## src/rtl/hssl_lpbk_tester.sv

```systemverilog
// rtl/hssl_lpbk_tester.sv - multi-channel LFSR loopback traffic generator and checker (optional LPBK_ERR_INJECT_EN)
module hssl_lpbk_tester #(
    parameter int NUM_CH    = 2,
    parameter int CNT_W     = 16,
    parameter int DRAIN_CYC = 64
) (
    input  logic                    clk,
    input  logic                    reset,
    input  logic                    start,
    input  logic                    stop,
    input  logic [31:0]             cfg_words,
    output logic [NUM_CH*32-1:0]    tx_data,
    output logic [NUM_CH-1:0]       tx_vld,
    input  logic [NUM_CH-1:0]       tx_rdy,
    input  logic [NUM_CH*32-1:0]    rx_data,
    input  logic [NUM_CH-1:0]       rx_vld,
    output logic                    busy,
    output logic                    done,
    output logic [NUM_CH-1:0]       lock,
    output logic [NUM_CH*CNT_W-1:0] err_cnt
`ifdef LPBK_ERR_INJECT_EN
    ,
    input  logic [NUM_CH-1:0]       err_inj
`endif
);

    localparam logic [31:0] POLY       = 32'h80200003;
    localparam logic [31:0] SEED       = 32'hACE10000;
    localparam logic [31:0] DRAIN_LAST = 32'(DRAIN_CYC - 1);

    typedef enum logic [1:0] {
        S_IDLE  = 2'd0,
        S_RUN   = 2'd1,
        S_DRAIN = 2'd2,
        S_DONE  = 2'd3
    } state_t;

    state_t            state;
    state_t            state_nx;
    logic [31:0]       words_q;
    logic [31:0]       drain_cnt;
    logic [31:0]       sent_q [NUM_CH];
    logic [31:0]       lfsr_q [NUM_CH];
    logic [31:0]       exp_q  [NUM_CH];
    logic [CNT_W-1:0]  err_q  [NUM_CH];
    logic [NUM_CH-1:0] lock_q;
    logic [NUM_CH-1:0] more;
    logic [NUM_CH-1:0] hs;
    logic [NUM_CH-1:0] flip_q;
    logic              start_go;
    logic              chk_en;
    logic              all_sent;

    function automatic logic [31:0] lfsr_next(input logic [31:0] x);
        return {1'b0, x[31:1]} ^ (x[0] ? POLY : 32'h0);
    endfunction

    // A start is only honoured when no test is in flight
    assign start_go = start && (state == S_IDLE || state == S_DONE);
    assign chk_en   = (state == S_RUN) || (state == S_DRAIN);
    assign all_sent = ~|more;
    assign busy     = chk_en;
    assign done     = (state == S_DONE);
    assign lock     = lock_q;

    // Per-channel transmit qualifiers, payload masking and counter flattening
    always_comb begin
        more    = '0;
        hs      = '0;
        tx_vld  = '0;
        tx_data = '0;
        err_cnt = '0;
        for (int c = 0; c < NUM_CH; c++) begin
            more[c]                     = sent_q[c] < words_q;
            tx_vld[c]                   = (state == S_RUN) && more[c];
            hs[c]                       = tx_vld[c] && tx_rdy[c];
            tx_data[32*c +: 32]         = tx_vld[c] ? (lfsr_q[c] ^ {31'b0, flip_q[c]}) : 32'h0;
            err_cnt[CNT_W*c +: CNT_W]   = err_q[c];
        end
    end

    // Next-state decode for the test sequencer
    always_comb begin
        state_nx = state;
        case (state)
            S_IDLE, S_DONE: begin
                if (start) begin
                    state_nx = (cfg_words == 32'd0) ? S_DRAIN : S_RUN;
                end
            end
            S_RUN: begin
                if (stop || all_sent) begin
                    state_nx = S_DRAIN;
                end
            end
            S_DRAIN: begin
                if (drain_cnt == DRAIN_LAST) begin
                    state_nx = S_DONE;
                end
            end
            default: state_nx = S_IDLE;
        endcase
    end

    // Sequencer state register
    always_ff @(posedge clk) begin
        if (reset) begin
            state <= S_IDLE;
        end else begin
            state <= state_nx;
        end
    end

    // Counts cycles spent in DRAIN so late loopback words are still checked
    always_ff @(posedge clk) begin
        if (reset || state != S_DRAIN) begin
            drain_cnt <= '0;
        end else begin
            drain_cnt <= drain_cnt + 32'd1;
        end
    end

    // Generators advance on handshake; checkers self-seed from the first received word
    always_ff @(posedge clk) begin
        if (reset) begin
            words_q <= '0;
            lock_q  <= '0;
            for (int c = 0; c < NUM_CH; c++) begin
                sent_q[c] <= '0;
                lfsr_q[c] <= '0;
                exp_q[c]  <= '0;
                err_q[c]  <= '0;
            end
        end else if (start_go) begin
            words_q <= cfg_words;
            lock_q  <= '0;
            for (int c = 0; c < NUM_CH; c++) begin
                sent_q[c] <= '0;
                lfsr_q[c] <= SEED | 32'(c);
                err_q[c]  <= '0;
            end
        end else begin
            for (int c = 0; c < NUM_CH; c++) begin
                if (hs[c]) begin
                    sent_q[c] <= sent_q[c] + 32'd1;
                    lfsr_q[c] <= lfsr_next(lfsr_q[c]);
                end
                if (chk_en && rx_vld[c]) begin
                    if (!lock_q[c]) begin
                        lock_q[c] <= 1'b1;
                        exp_q[c]  <= lfsr_next(rx_data[32*c +: 32]);
                    end else begin
                        if (rx_data[32*c +: 32] != exp_q[c] && err_q[c] != {CNT_W{1'b1}}) begin
                            err_q[c] <= err_q[c] + 1'b1;
                        end
                        exp_q[c] <= lfsr_next(exp_q[c]);
                    end
                end
            end
        end
    end

`ifdef LPBK_ERR_INJECT_EN
    // Holds a requested bit-0 flip until the next word on that channel is accepted
    always_ff @(posedge clk) begin
        if (reset) begin
            flip_q <= '0;
        end else begin
            flip_q <= (flip_q & ~hs) | err_inj;
        end
    end
`else
    assign flip_q = '0;
`endif

endmodule

```

## config.mk

```make
export PLATFORM = sky130hd
export DESIGN_NAME = hssl_lpbk_tester
export DESIGN_NICKNAME = d
export VERILOG_FILES = /design/src/rtl/hssl_lpbk_tester.sv
export SDC_FILE = /design/constraint.sdc
export NUM_CORES = 1
export LEC_CHECK = 0
export BUFFER_PORTS_ARGS = -buffer_cell sky130_fd_sc_hd__buf_2
export CAP_MARGIN = 20
export CORE_ASPECT_RATIO = 1.1
export CORE_UTILIZATION = 35
export CTS_CLUSTER_SIZE = 24
export DETAILED_ROUTE_END_ITERATION = 16
export PLACE_DENSITY = 0.65
export SLEW_MARGIN = 20
export SYNTH_ARGS = -nofsm -noshare
export SYNTH_HDL_FRONTEND = slang
export SYNTH_SLANG_ARGS = --single-unit
```

## constraint.sdc

```tcl
create_clock -name clk -period 9 [get_ports clk]
set_input_delay 0 -clock clk [delete_from_list [all_inputs] [get_ports clk]]
set_output_delay 0 -clock clk [all_outputs]
set_load 0.01 [all_outputs]
```

==> summary.md, run 1 <==
| Metric | Value |
|---|---|
| Launch instance of the worst register-to-register path | `sent_q[0][46]$_SDFFCE_PN0P_` |
| Post-CTS Resized | `0` |
| Number of I/O port buffers | `205` |
| Via count of the first global-routing pass | `12400` |
| Length in cells of the worst reg-to-reg path | `8` |
| Number of synthesized register bits | `292` |
| Maxcap violations | `0` |
| Number of cells on the worst hold path | `3` |
| Hold WS | `around 0.079 ns` |
| Hold violation total from the final report | `0` |
| Pre-CTS setup slack | `~5.3 ns` |
| Synthesized cell area | `15800 µm²` |
| Worst flop-to-flop path endpoint | `lfsr_q[0][52]$_SDFFCE_PN0P_` |
| Detailed-route wire length per cell | `16.4 µm` |
| Result of the run | `finished clean` |
| Post-DP HPWL | `26900 µm` |
| Leak pwr | `7.75 nW` |
| Post-synthesis cell type count | `51` |
| Overall die height | `225 µm` |
| Setup violators final | `0` |
| CTS root buffer | `clkbuf_16` |
| Worst Max-Slew Pin Slew | `1.12 ns` |
| Hold path startpoint | `reset` |
| Total wirelength of the detailed-routed design | `approximately 41000 µm` |
| Worst Path Required | `slightly above 9 ns` |
| Biggest area contributors in the synthesized netlist | `edfxtp_1 (43%), dfxtp_1 (8.6%), xor2_1 (5.9%)` |
| Element type at the critical path start | `flip-flop` |
| Overall fraction of global-route tracks in use | `17.5%` |
| Relative max-transition margin | `25.3%` |
| Fraction of synthesized cell area taken by the top area cell type | `42.5%` |
| Hold Path Sink | `lock[1]$_SDFFE_PP0P_` |
| Unrepaired setup endpoints after global routing | `false` |
| Classification of the worst-slack hold path | `input port to flip-flop` |
| Proportion of synthesized flip-flops having asynchronous set or reset | `0%` |
| Number of placed instances with taps included | `2315` |
| Post-synth net total | `roughly 1800` |
| Clock tree from TritonCTS | `yes` |
| Congestion Overflow GR | `0` |
| Horizontal extent of the die | `205 µm` |
| Fin crit period | `3.74 ns` |
| Post-route non-filler standard cell count | `2478` |
| Mapped Avg Cell Area | `between 9 and 10 µm²` |
| Final worst setup slack | `around 5.3 ns` |
| Number of max-slew violations in the final report | `0` |
| Finished Core Util | `43.6%` |
| Gp weighted congestion | `0.858` |
| Worst Path Arrival | `slightly below 4 ns` |
| Top library cells by usage in the layout, fill and taps aside | `nand2_1 (249), edfxtp_1 (224), buf_2 (205)` |
| Area of the core | `44500 µm²` |
| Total number of vias | `12500` |
| Power per unit of standard cell area | `254 nW/µm²` |
| Die area | `approximately 46000 µm²` |
| Number of iterations in the first detailed-routing pass | `5` |
| Number of antenna violations at the first check in global routing | `4` |
| Fraction of the yosys area taken by sequential cells | `51.1%` |
| # IOs | `just over 200` |
| Clk pin slew, worst setup/hold paths | `0.06 ns` |
| Worst clock skew | `approximately 0.022 ns` |
| Synth-to-layout area growth | `22.8%` |
| DRC | `0` |
| Rows | `81` |
| Post-layout net count | `2044` |
| Minimum setup slack among reg-to-reg paths | `5.26 ns` |
| Warnings from Yosys | `0` |
| Post-CTS Repair Setup Buffers | `0` |
| Leading area contributor after synthesis | `edfxtp_1` |
| Layout cell share with drive strength beyond 1 | `15.2%` |
| Final-layout setup total negative slack | `0 ns` |
| Latest clock arrival within the worst-skew pair | `0.53 ns` |
| Final worst-path cycle share | `41.6%` |
| Per-cell via count in the routed design | `5.03` |
| First-pass GRT wire length | `64900 µm` |
| Worst setup path class | `flip-flop to flip-flop` |
| Most common cell after layout, fill and taps aside | `nand2_1` |
| Num Clock Sinks | `292` |
| Cts bufs inserted | `34` |
| ANT nets after route | `0` |
| Gate Count Post-Synth | `1585` |
| Deepest clock path buffer count | `3` |
| Critical Path End Type | `flip-flop` |
| Number of flops mapped to enable cells by yosys | `around 220` |
| Primary FF master, synth | `edfxtp_1` |
| Highest clock frequency the design can meet | `267 MHz` |
| Peak fanout along the critical path | `43` |
| # fillers | `roughly 4200` |
| Iteration-0 DRC count of the detailed router | `762` |
| Pin count of the biggest net entering global routing | `between 60 and 70` |
| CTS HTree Levels | `2` |
| Starting utilization of the core area | `a little over a third` |
| Max rail drop VDD | `approximately 130 µV` |
==> critical path: stages, from the launching register on <==
cell and delay, ns:
edfxtp_1 0.45, ha_1 0.34, a21oi_1 0.17, nand2_1 0.11
a2111oi_4 0.41, o2111ai_1 0.30, a211oi_2 0.42, nand2b_2 0.55
buf_4 0.56
==> synthesized netlist by cell type (all sizes together) (7+ instances only) <==
master and instances:
nor3 8, a21o 7, inv 46, nand3 51, a211oi 7, ha 70, a21oi 89, buf 17
and2 74, nand4 39, edfxtp 224, xnor2 88, nand2 249, o21ai 48, xor2 107, clkbuf 55
and4 14, nand2b 8, nor2b 9, a31o 14, and3 68, nor4 27, nor2 162, dfxtp 68
==> state kept, by name, indices dropped and copies added, names as in the netlist <==
signal     cells
lock           2
exp_q         64
err_q         32
state          2
words_q       32
lfsr_q        64
drain_cnt     32
sent_q        64
==> final cells by class <==
type	instances	area, µm²	share of cell area (%)
clock inverter	11	51.3	0.264
inverter	46	173	0.889
clock buffer	50	975	5.02
tap	581	727	3.74
timing repair buffer	321	2160	11.1
antenna	2	5.00	0.0258
multi-input combinational	1175	7240	37.3
sequential	292	8090	41.7
==> timing repair <==
action / CTS / global route
endpoints found under the hold margin: 100 / 0
hold buffers: 99 / 0
setup endpoints to repair: 0 / 0
==> metal layers <==
layer  wire length (µm)  track usage (%)  up-vias
met5                 23                0        -
met4               1780             7.94        4
met3               2220             4.15      114
met2              19100             28.7      313
met1              17500             21.8     5943
li1                   -                -     6098
==> where the power goes <==
part	switching (mW)	total (mW)	internal [mW]
combinational	0.879	1.44	0.561
sequential	0.290	2.19	1.90
clock	0.554	1.31	0.751
total	1.72	4.94	3.22
==> cells by family after synthesis <==
family          Yosys count  share of synthesized area [%]
simple gates            717                           21.7
mux                       2                          0.127
buf+inv                 118                           3.40
compound gates          191                           7.26
xor+xnor                195                           10.8
flops                   292                           51.1
fa+ha+maj                70                           5.54
==> stage by stage <==
stage	power, mW	instance area (µm²)
global route	5.25	19400
detailed placement	3.60	17400
global placement	3.56	17400
floorplan	3.13	15800
CTS	4.97	19400
finish	4.94	19400
==> worst max-delay path by stage <==
stage / start / end / slack [ns] / cells past startpoint
after floorplan: sent_q[0][46]$_SDFFCE_PN0P_ / lfsr_q[0][32]$_DFFE_PP_ / 5.10 / 7
after global placement: sent_q[0][53]$_SDFFCE_PN0P_ / lfsr_q[0][42]$_SDFFCE_PN0P_ / 5.41 / 8
after detailed placement: sent_q[0][46]$_SDFFCE_PN0P_ / lfsr_q[0][42]$_SDFFCE_PN0P_ / 5.33 / 8
after CTS: sent_q[0][46]$_SDFFCE_PN0P_ / tx_data[33] / 5.23 / 8
after global routing: sent_q[0][46]$_SDFFCE_PN0P_ / lfsr_q[0][44]$_SDFFCE_PN0P_ / 4.99 / 8
final: sent_q[0][46]$_SDFFCE_PN0P_ / lfsr_q[0][52]$_SDFFCE_PN0P_ / 5.26 / 8
(Power assumes the default switching activity.)
==> inputs of run 2 (changes only) <==
--- a/config.mk
+++ b/config.mk
@@ -5,13 +5,14 @@
 export SDC_FILE = /design/constraint.sdc
 export NUM_CORES = 1
 export LEC_CHECK = 0
+export ABC_AREA = 1
 export BUFFER_PORTS_ARGS = -buffer_cell sky130_fd_sc_hd__buf_2
 export CAP_MARGIN = 20
 export CORE_ASPECT_RATIO = 1.1
 export CORE_UTILIZATION = 35
 export CTS_CLUSTER_SIZE = 24
 export DETAILED_ROUTE_END_ITERATION = 16
-export PLACE_DENSITY = 0.65
+export PLACE_DENSITY = 0.67
 export SLEW_MARGIN = 20
 export SYNTH_ARGS = -nofsm -noshare
 export SYNTH_HDL_FRONTEND = slang
==> constraint.sdc (replaced) <==
create_clock -name clk -period 3.4 [get_ports clk]
set_input_delay 0 -clock clk [delete_from_list [all_inputs] [get_ports clk]]
set_output_delay 0 -clock clk [all_outputs]
set_load 0.01 [all_outputs]
==> summary.md, run 2 <==
| Metric | Value |
|---|---|
| Worst Path Required | `3.82 ns (-5.34 ns)` |
| Latest clock arrival within the worst-skew pair | `0.54 ns (about the same)` |
| Simple-gate portion of the synthesized area | `21.7% (-0.028 points)` |
| Congestion Overflow GR | `0 (unchanged)` |
| Proportion of synthesized flip-flops having asynchronous set or reset | `0% (unchanged)` |
| Top library cells by usage in the layout, fill and taps aside | `inv_1 (318), nand2_1 (278), edfxtp_1 (224)` |
| Critical Path End Type | `flip-flop` |
| Pin count of the biggest net entering global routing | `65 (-1.5%)` |
| Worst flop-to-flop path endpoint | `state[1]$_SDFFE_PP0P_` |
| Complex-gate fraction of the synthesized area | `7.41% (+0.15 points)` |
| Number of iterations in the first detailed-routing pass | `6 (+1)` |
| Post-route non-filler standard cell count | `2854 (+15%)` |
| Gp weighted congestion | `0.891 (+3.8%)` |
| Worst clock skew | `0.0249 ns (+0.00321 ns)` |
| Detailed-route wire length per cell | `14.6 µm (-11%)` |
| Ranking of synthesized cells by instance count | `inv_1 (318), nand2_1 (281), edfxtp_1 (224)` |
| Number of antenna violations at the first check in global routing | `3 (-1)` |
| Overall fraction of global-route tracks in use | `16.9% (-0.65 points)` |
| Iteration-0 DRC count of the detailed router | `871 (+14%)` |
| Mapped Avg Cell Area | `8.90 µm² (-11%)` |
| Post-synth net total | `2051 (+17%)` |
| Fraction of the mapped netlist area in adder cells | `5.24% (-0.30 points)` |
| # fillers | `4538 (+9.3%)` |
| Horizontal extent of the die | `210 µm (+2.8%)` |
| Launch instance of the worst register-to-register path | `sent_q[0][59]$_SDFFCE_PN0P_` |
| Layout cell share with drive strength beyond 1 | `18.5% (+3.3 points)` |
| Starting utilization of the core area | `35.7% (+0.12 points)` |
| DRC | `0 (unchanged)` |
| # IOs | `206 (unchanged)` |
| Number of synthesized register bits | `292 (unchanged)` |
| Number of I/O port buffers | `205 (unchanged)` |
| ANT nets after route | `0 (unchanged)` |
| Per-cell via count in the routed design | `4.80 (-4.7%)` |
| XOR/XNOR Fraction of Synth Area | `7.66% (-3.1 points)` |
| Synthesized cell area | `16700 µm² (+5.6%)` |
| Placed cell areas | `18300 µm² (+5.6%)` |
| Via count of the first global-routing pass | `13400 (+7.8%)` |
| Fin area | `20500 µm² (+5.4%)` |
| Hold WS | `0.0938 ns (+0.0147 ns)` |
| Rows | `83 (+2.5%)` |
| CTS HTree Levels | `2 (unchanged)` |
| Post-synthesis cell type count | `48 (-5.9%)` |
| Post-DP HPWL | `28900 µm (+7.2%)` |
| Highest clock frequency the design can meet | `328 MHz (+23%)` |
| Total wirelength of the detailed-routed design | `41600 µm (+2.5%)` |
| Final worst-path cycle share | `89.7% (+48 points)` |
| Number of placed instances with taps included | `2683 (+16%)` |
| Primary FF master, synth | `edfxtp_1` |
| Area of the core | `46800 µm² (+5.3%)` |
| Critical path's largest stage delay | `0.56 ns (about the same)` |
| Overall die height | `231 µm (+2.8%)` |
| Final worst setup slack | `0.351 ns (-4.91 ns)` |
| Setup violators final | `0 (unchanged)` |
| Hold path startpoint | `tx_rdy[1]` |
| Die area | `48600 µm² (+5.6%)` |
| Clock tree from TritonCTS | `yes` |
| Warnings from Yosys | `0 (unchanged)` |
| Cells traversed along the worst timing path | `ha_1 -> nand2_1 -> nor3_2 -> nand2_1 -> nor3_2 -> nand2_1 -> nand2_2 -> buf_4 -> nand2_1 -> nand2_1 -> nand3_1 -> nand2_1 -> nor2_1 -> dlygate4sd3_1` |
| Post-layout net count | `2364 (+16%)` |
| Fraction of the yosys area taken by sequential cells | `48.4% (-2.7 points)` |
| Relative max-transition margin | `35.3% (+10 points)` |
| Most frequently used cell type in the post-synthesis netlist | `inv_1` |
| Length in cells of the worst reg-to-reg path | `14 (+6)` |
| Num Clock Sinks | `292 (unchanged)` |
| Hold Path Sink | `lfsr_q[0][27]$_DFFE_PP_` |
| Leak pwr | `8.42 nW (+8.6%)` |
| Main combinational cell family by area after synthesis | `simple AND/OR/NAND/NOR gates` |
| Biggest area contributors in the synthesized netlist | `edfxtp_1 (40%), dfxtp_1 (8.1%), inv_1 (7.1%)` |
| Portion of netlist area occupied by mux cells | `0% (-0.13 points)` |
| Most used cell, CP | `nand2_1` |
| Synth-to-layout area growth | `22.6%` |
| Crit-path slowest cell | `dlygate4sd3_1` |
| Leading area contributor after synthesis | `edfxtp_1` |
| Fin crit period | `3.05 ns (-0.695 ns)` |
| Worst Path Arrival | `3.46 ns (-0.44 ns)` |
| Gate Count Post-Synth | `1877 (+18%)` |
| Result of the run | `finished clean` |
| Fraction of synthesized cell area taken by the top area cell type | `40.3% (-2.3 points)` |
| Maxcap violations | `0 (unchanged)` |
| Pre-CTS setup slack | `0.772 ns (-4.56 ns)` |
| Max rail drop VDD | `402 µV (+210%)` |
| Number of cells on the worst hold path | `5 (+2)` |
| Unrepaired setup endpoints after global routing | `false` |
| Power per unit of standard cell area | `617 nW/µm² (+140%)` |
| CTS root buffer | `clkbuf_16` |
| Element type at the critical path start | `flip-flop` |
| Deepest clock path buffer count | `3 (unchanged)` |
| Most common cell after layout, fill and taps aside | `inv_1` |
| First-pass GRT wire length | `66400 µm (+2.3%)` |
| Total number of vias | `13700 (+9.8%)` |
| Hold violation total from the final report | `0 (unchanged)` |
| Clk pin slew, worst setup/hold paths | `0.06 ns (about the same)` |
| Number of flops mapped to enable cells by yosys | `224 (unchanged)` |
| Classification of the worst-slack hold path | `input port to flip-flop` |
| Worst setup path class | `flip-flop to flip-flop` |
| Worst Max-Slew Pin Slew | `0.967 ns (-0.154 ns)` |
| Minimum setup slack among reg-to-reg paths | `0.35 ns (-4.91 ns)` |
| Final-layout setup total negative slack | `0 ns (unchanged)` |
| Post-CTS Repair Setup Buffers | `0 (unchanged)` |
| Number of max-slew violations in the final report | `0 (unchanged)` |
| Biggest regs | `exp_q (64), lfsr_q (64), sent_q (64)` |
| Cts bufs inserted | `36 (+5.9%)` |
| Peak fanout along the critical path | `33 (-23%)` |
==> run 2: cell types whose count changed in the layout (fill, tap and decap cells not counted), moves of 32 or more <==
| cell | before | now |
|---|---|---|
| inv_1 | 46 | 318 |
| nor2_2 | 0 | 98 |
| and2_1 | 72 | 0 |
| and3_1 | 68 | 1 |
| xor2_1 | 107 | 61 |
| o22ai_1 | 3 | 45 |
| nor3_1 | 7 | 47 |
| nor2_1 | 161 | 193 |
==> run 2: how the worst max path moves through the flow <==
stage	start	endpoint
after global placement	sent_q[0][58]$_SDFFCE_PN0P_	sent_q[0][59]$_SDFFCE_PN0P_
after floorplan	sent_q[0][37]$_SDFFCE_PN0P_	lfsr_q[0][32]$_DFFE_PP_
after global routing	sent_q[0][59]$_SDFFCE_PN0P_	state[1]$_SDFFE_PP0P_
after detailed placement	sent_q[0][59]$_SDFFCE_PN0P_	sent_q[0][6]$_SDFFCE_PN0P_
after CTS	sent_q[0][59]$_SDFFCE_PN0P_	state[1]$_SDFFE_PP0P_
final	sent_q[0][59]$_SDFFCE_PN0P_	state[1]$_SDFFE_PP0P_
==> run 2: power breakdown <==
part           switching, mW  internal (mW)  total, mW  leakage [nW]
clock network           1.50           2.08       3.58         0.521
logic                   2.24           1.32       3.56          4.94
registers              0.623           4.88       5.50          2.96
total                   4.36           8.28       12.6          8.42
==> run 2: kinds of logic after synthesis <==
kind of cell / after synthesis
AO/OA/AOI/OAI: 218
XOR/XNOR: 146
adder cells (fa/ha/maj): 70
buffers and inverters: 379
flip-flops: 292
AND/OR/NAND/NOR: 772
==> run 2: final cells by class <==
class                      instances  area [µm²]  share of cell area [%]
timing repair buffer             330        2250                    11.0
clock inverter                    15         105                   0.513
tap                              637         797                    3.89
multi-input combinational       1206        7040                    34.4
inverter                         324        1220                    5.95
clock buffer                      49         971                    4.74
antenna                            1        2.50                  0.0122
sequential                       292        8090                    39.5
==> run 2: layer usage <==
metal | track usage, % | part of all wire [%] | vias up
li1 | - | - | 6782
met1 | 20.4 | 42 | 6438
met2 | 29.9 | 49 | 392
met3 | 3.56 | 6.7 | 73
met4 | 5.18 | 2.4 | 4
met5 | 0 | 0.075 | -
==> run 2: metrics by stage <==
| stage | total power, mW | utilization, % |
|---|---|---|
| after global placement | 8.86 | 39.1 |
| after CTS | 12.8 | 43.7 |
| final | 12.6 | 43.7 |
| after floorplan | 7.90 | - |
| after detailed placement | 8.99 | 39.1 |
| after global routing | 13.4 | 43.7 |
==> run 2: what timing repair did <==
item	in CTS	in global routing
endpoints found under the setup margin	0	0
gates resized for setup	0	0
endpoints found under the hold margin	100	0
hold buffers	106	0
==> run 2: critical path, delay by kind of cell (launching register included) <==
family	cells	cell delay, ns
and+or+nand+nor	11	1.26
buffers and inverters	2	0.88
DFF	1	0.45
adders and majority gates	1	0.33
==> inputs of run 3 (changes only) <==
--- a/config.mk
+++ b/config.mk
@@ -10,9 +10,10 @@
 export CAP_MARGIN = 20
 export CORE_ASPECT_RATIO = 1.1
 export CORE_UTILIZATION = 35
+export CTS_BUF_LIST = sky130_fd_sc_hd__clkbuf_8 sky130_fd_sc_hd__clkbuf_16
 export CTS_CLUSTER_SIZE = 24
 export DETAILED_ROUTE_END_ITERATION = 16
-export PLACE_DENSITY = 0.67
+export PLACE_DENSITY = 0.65
 export SLEW_MARGIN = 20
 export SYNTH_ARGS = -nofsm -noshare
 export SYNTH_HDL_FRONTEND = slang
==> constraint.sdc (replaced) <==
create_clock -name clk -period 3.3 [get_ports clk]
set_input_delay 0 -clock clk [delete_from_list [all_inputs] [get_ports clk]]
set_output_delay 0 -clock clk [all_outputs]
set_load 0.01 [all_outputs]
==> summary.md, run 3 (synthesized netlist as in run 2, its figures left out) <==
| Metric | Value |
|---|---|
| # IOs | `206 (unchanged)` |
| Worst clock skew | `0.0201 ns (-0.00475 ns)` |
| Congestion Overflow GR | `0 (unchanged)` |
| Overall fraction of global-route tracks in use | `17.1% (+0.25 points)` |
| DRC | `0 (unchanged)` |
| Number of antenna violations at the first check in global routing | `1 (-2)` |
| Gp weighted congestion | `0.872 (-2.1%)` |
| Portion of total power attributed to sequential cells | `42.9% (-0.6 points)` |
| Leak pwr | `8.51 nW (+1.1%)` |
| Result of the run | `finished clean` |
| Post-DP HPWL | `29300 µm (+1.5%)` |
| CTS HTree Levels | `2 (unchanged)` |
| Number of placed instances with taps included | `2685 (+0.075%)` |
| Fin area | `20600 µm² (+0.51%)` |
| Net Sw Frac | `34.6% (+0.069 points)` |
| Per-cell via count in the routed design | `4.78 (-0.27%)` |
| Pre-CTS setup slack | `0.600 ns (-0.172 ns)` |
| Total wirelength of the detailed-routed design | `42000 µm (+1.1%)` |
| Placed cell areas | `18400 µm² (+0.22%)` |
| Rows | `83 (unchanged)` |
| Worst Max-Slew Pin Slew | `0.985 ns (+0.0188 ns)` |
| Switching Power | `4.57 mW (+4.7%)` |
| First-pass GRT wire length | `67400 µm (+1.4%)` |
| Worst setup path class | `flip-flop to flip-flop` |
| Synth-to-layout area growth | `23.2%` |
| Clock power frac | `29.0% (+0.7 points)` |
| Post-route non-filler standard cell count | `2856 (+0.070%)` |
| Worst Path Required | `3.73 ns (-0.09 ns)` |
| Horizontal extent of the die | `210 µm (unchanged)` |
| Final-layout setup total negative slack | `0 ns (unchanged)` |
| Area of the core | `46800 µm² (unchanged)` |
| Unrepaired setup endpoints after global routing | `false` |
| Clock tree from TritonCTS | `yes` |
| Combinational share of power | `28.2% (about the same)` |
| Biggest regs | `exp_q (64), lfsr_q (64), sent_q (64)` |
| Clk pin slew, worst setup/hold paths | `0.06 ns (about the same)` |
| Number of I/O port buffers | `205 (unchanged)` |
| Final worst-path cycle share | `92.6% (+3.0 points)` |
| Number of iterations in the first detailed-routing pass | `5 (-1)` |
| CTS root buffer | `clkbuf_16` |
| Cell-internal power | `8.64 mW (+4.4%)` |
| # fillers | `4476 (-1.4%)` |
| Worst Path Arrival | `3.49 ns (+0.03 ns)` |
| Power per unit of standard cell area | `642 nW/µm² (+4.0%)` |
| Length in cells of the worst reg-to-reg path | `14 (unchanged)` |
| Hold violation total from the final report | `0 (unchanged)` |
| Highest clock frequency the design can meet | `327 MHz (-0.26%)` |
| Final worst setup slack | `0.243 ns (-0.108 ns)` |
| Critical Path End Type | `flip-flop` |
| Peak fanout along the critical path | `33 (unchanged)` |
| Cts bufs inserted | `36 (unchanged)` |
| Iteration-0 DRC count of the detailed router | `907 (+4.1%)` |
| Max rail drop VDD | `429 µV (+6.8%)` |
| Finished Core Util | `43.9% (+0.22 points)` |
| Latest clock arrival within the worst-skew pair | `0.55 ns (about the same)` |
| Post-layout power | `13.2 mW (+4.5%)` |
| Top library cells by usage in the layout, fill and taps aside | `inv_1 (329), nand2_1 (278), edfxtp_1 (224)` |
| Total number of vias | `13700 (-0.20%)` |
| Relative max-transition margin | `34.1% (-1.3 points)` |
| Deepest clock path buffer count | `3 (unchanged)` |
| Maxcap violations | `0 (unchanged)` |
| Most common cell after layout, fill and taps aside | `inv_1` |
| Fin crit period | `3.06 ns (+0.00809 ns)` |
| Post-layout net count | `2367 (+0.13%)` |
| Pin count of the biggest net entering global routing | `48 (-26%)` |
| Overall die height | `231 µm (unchanged)` |
| Number of diodes added for antenna fixing | `0 (-1)` |
| Post-CTS Repair Setup Buffers | `0 (unchanged)` |
| Hold WS | `0.0843 ns (-0.00942 ns)` |
| Classification of the worst-slack hold path | `input port to flip-flop` |
| Element type at the critical path start | `flip-flop` |
| Number of cells on the worst hold path | `5 (unchanged)` |
| Detailed-route wire length per cell | `14.7 µm (+1.0%)` |
| Setup violators final | `0 (unchanged)` |
| Layout cell share with drive strength beyond 1 | `18.7% (+0.25 points)` |
| Starting utilization of the core area | `35.7% (unchanged)` |
| Die area | `48600 µm² (unchanged)` |
| ANT nets after route | `0 (unchanged)` |
| Via count of the first global-routing pass | `13500 (+0.92%)` |
| Number of max-slew violations in the final report | `0 (unchanged)` |
| Num Clock Sinks | `292 (unchanged)` |
run 3: cell count changes in the layout (fill, tap and decap cells not counted):
cell	before	now
inv_6	3	2
dlygate4sd3_1	106	107
buf_12	2	4
clkinvlp_4	1	3
bufinv_16	1	2
diode_2	1	0
clkinv_1	8	5
buf_4	17	15
clkbuf_8	0	2
inv_1	318	329
buf_6	0	2
clkbuf_1	12	0
run 3: final timing paths:
check                               from                 endpoint  slack (ns)
min                            tx_rdy[1]  lfsr_q[0][61]$_DFFE_PP_        0.08
max reg2reg  sent_q[0][61]$_SDFFCE_PN0P_    state[1]$_SDFFE_PP0P_        0.24
max          sent_q[0][61]$_SDFFCE_PN0P_    state[1]$_SDFFE_PP0P_        0.24
min reg2reg      drain_cnt[0]$_SDFF_PP0_  drain_cnt[0]$_SDFF_PP0_        0.45
run 3: area by class of cell:
class | instances | area (µm²) | area share, %
flip-flops and latches | 292 | 8090 | 39.3
repair buffers | 333 | 2310 | 11.2
clock buffers | 39 | 953 | 4.63
well taps | 637 | 797 | 3.87
inverters | 324 | 1220 | 5.92
multi-input cells | 1206 | 7040 | 34.2
clock inverters | 25 | 171 | 0.833
run 3: critical path, cell delays in order (launching register included):
cell and delay, ns:
edfxtp_1 0.47, ha_1 0.34, nand4_1 0.13, nor3_2 0.19, nand2_1 0.13, nor3_2 0.12, nand2_1 0.08, nand2_2 0.10
buf_6 0.24, nand2_1 0.20, nand2_1 0.17, nand3_1 0.10, nand2_1 0.08, nor2_1 0.04, dlygate4sd3_1 0.55
run 3: per-layer routing:
layer  track usage (%)  routed length [µm]  vias to the layer above
met3              3.21                2390                       73
li1                  -                   -                     6798
met2              30.4               20500                      349
met4              5.54                1000                        2
met1              20.8               18100                     6440
met5                 0                  12                        -
run 3: timing repair:
action	in CTS	in global routing
hold buffers	107	0
endpoints found under the hold margin	100	0
resized for setup	0	2
setup endpoints to repair	0	2
run 3: power groups by stage:
stage	logic, mW	registers (mW)	clock network (mW)
5_1_grt	4.20	5.78	4.04
2_1_floorplan	2.54	5.59	0
3_3_place_gp	3.47	5.70	0
6_report	3.72	5.67	3.83
4_1_cts	3.72	5.67	3.93
3_5_place_dp	3.57	5.73	0
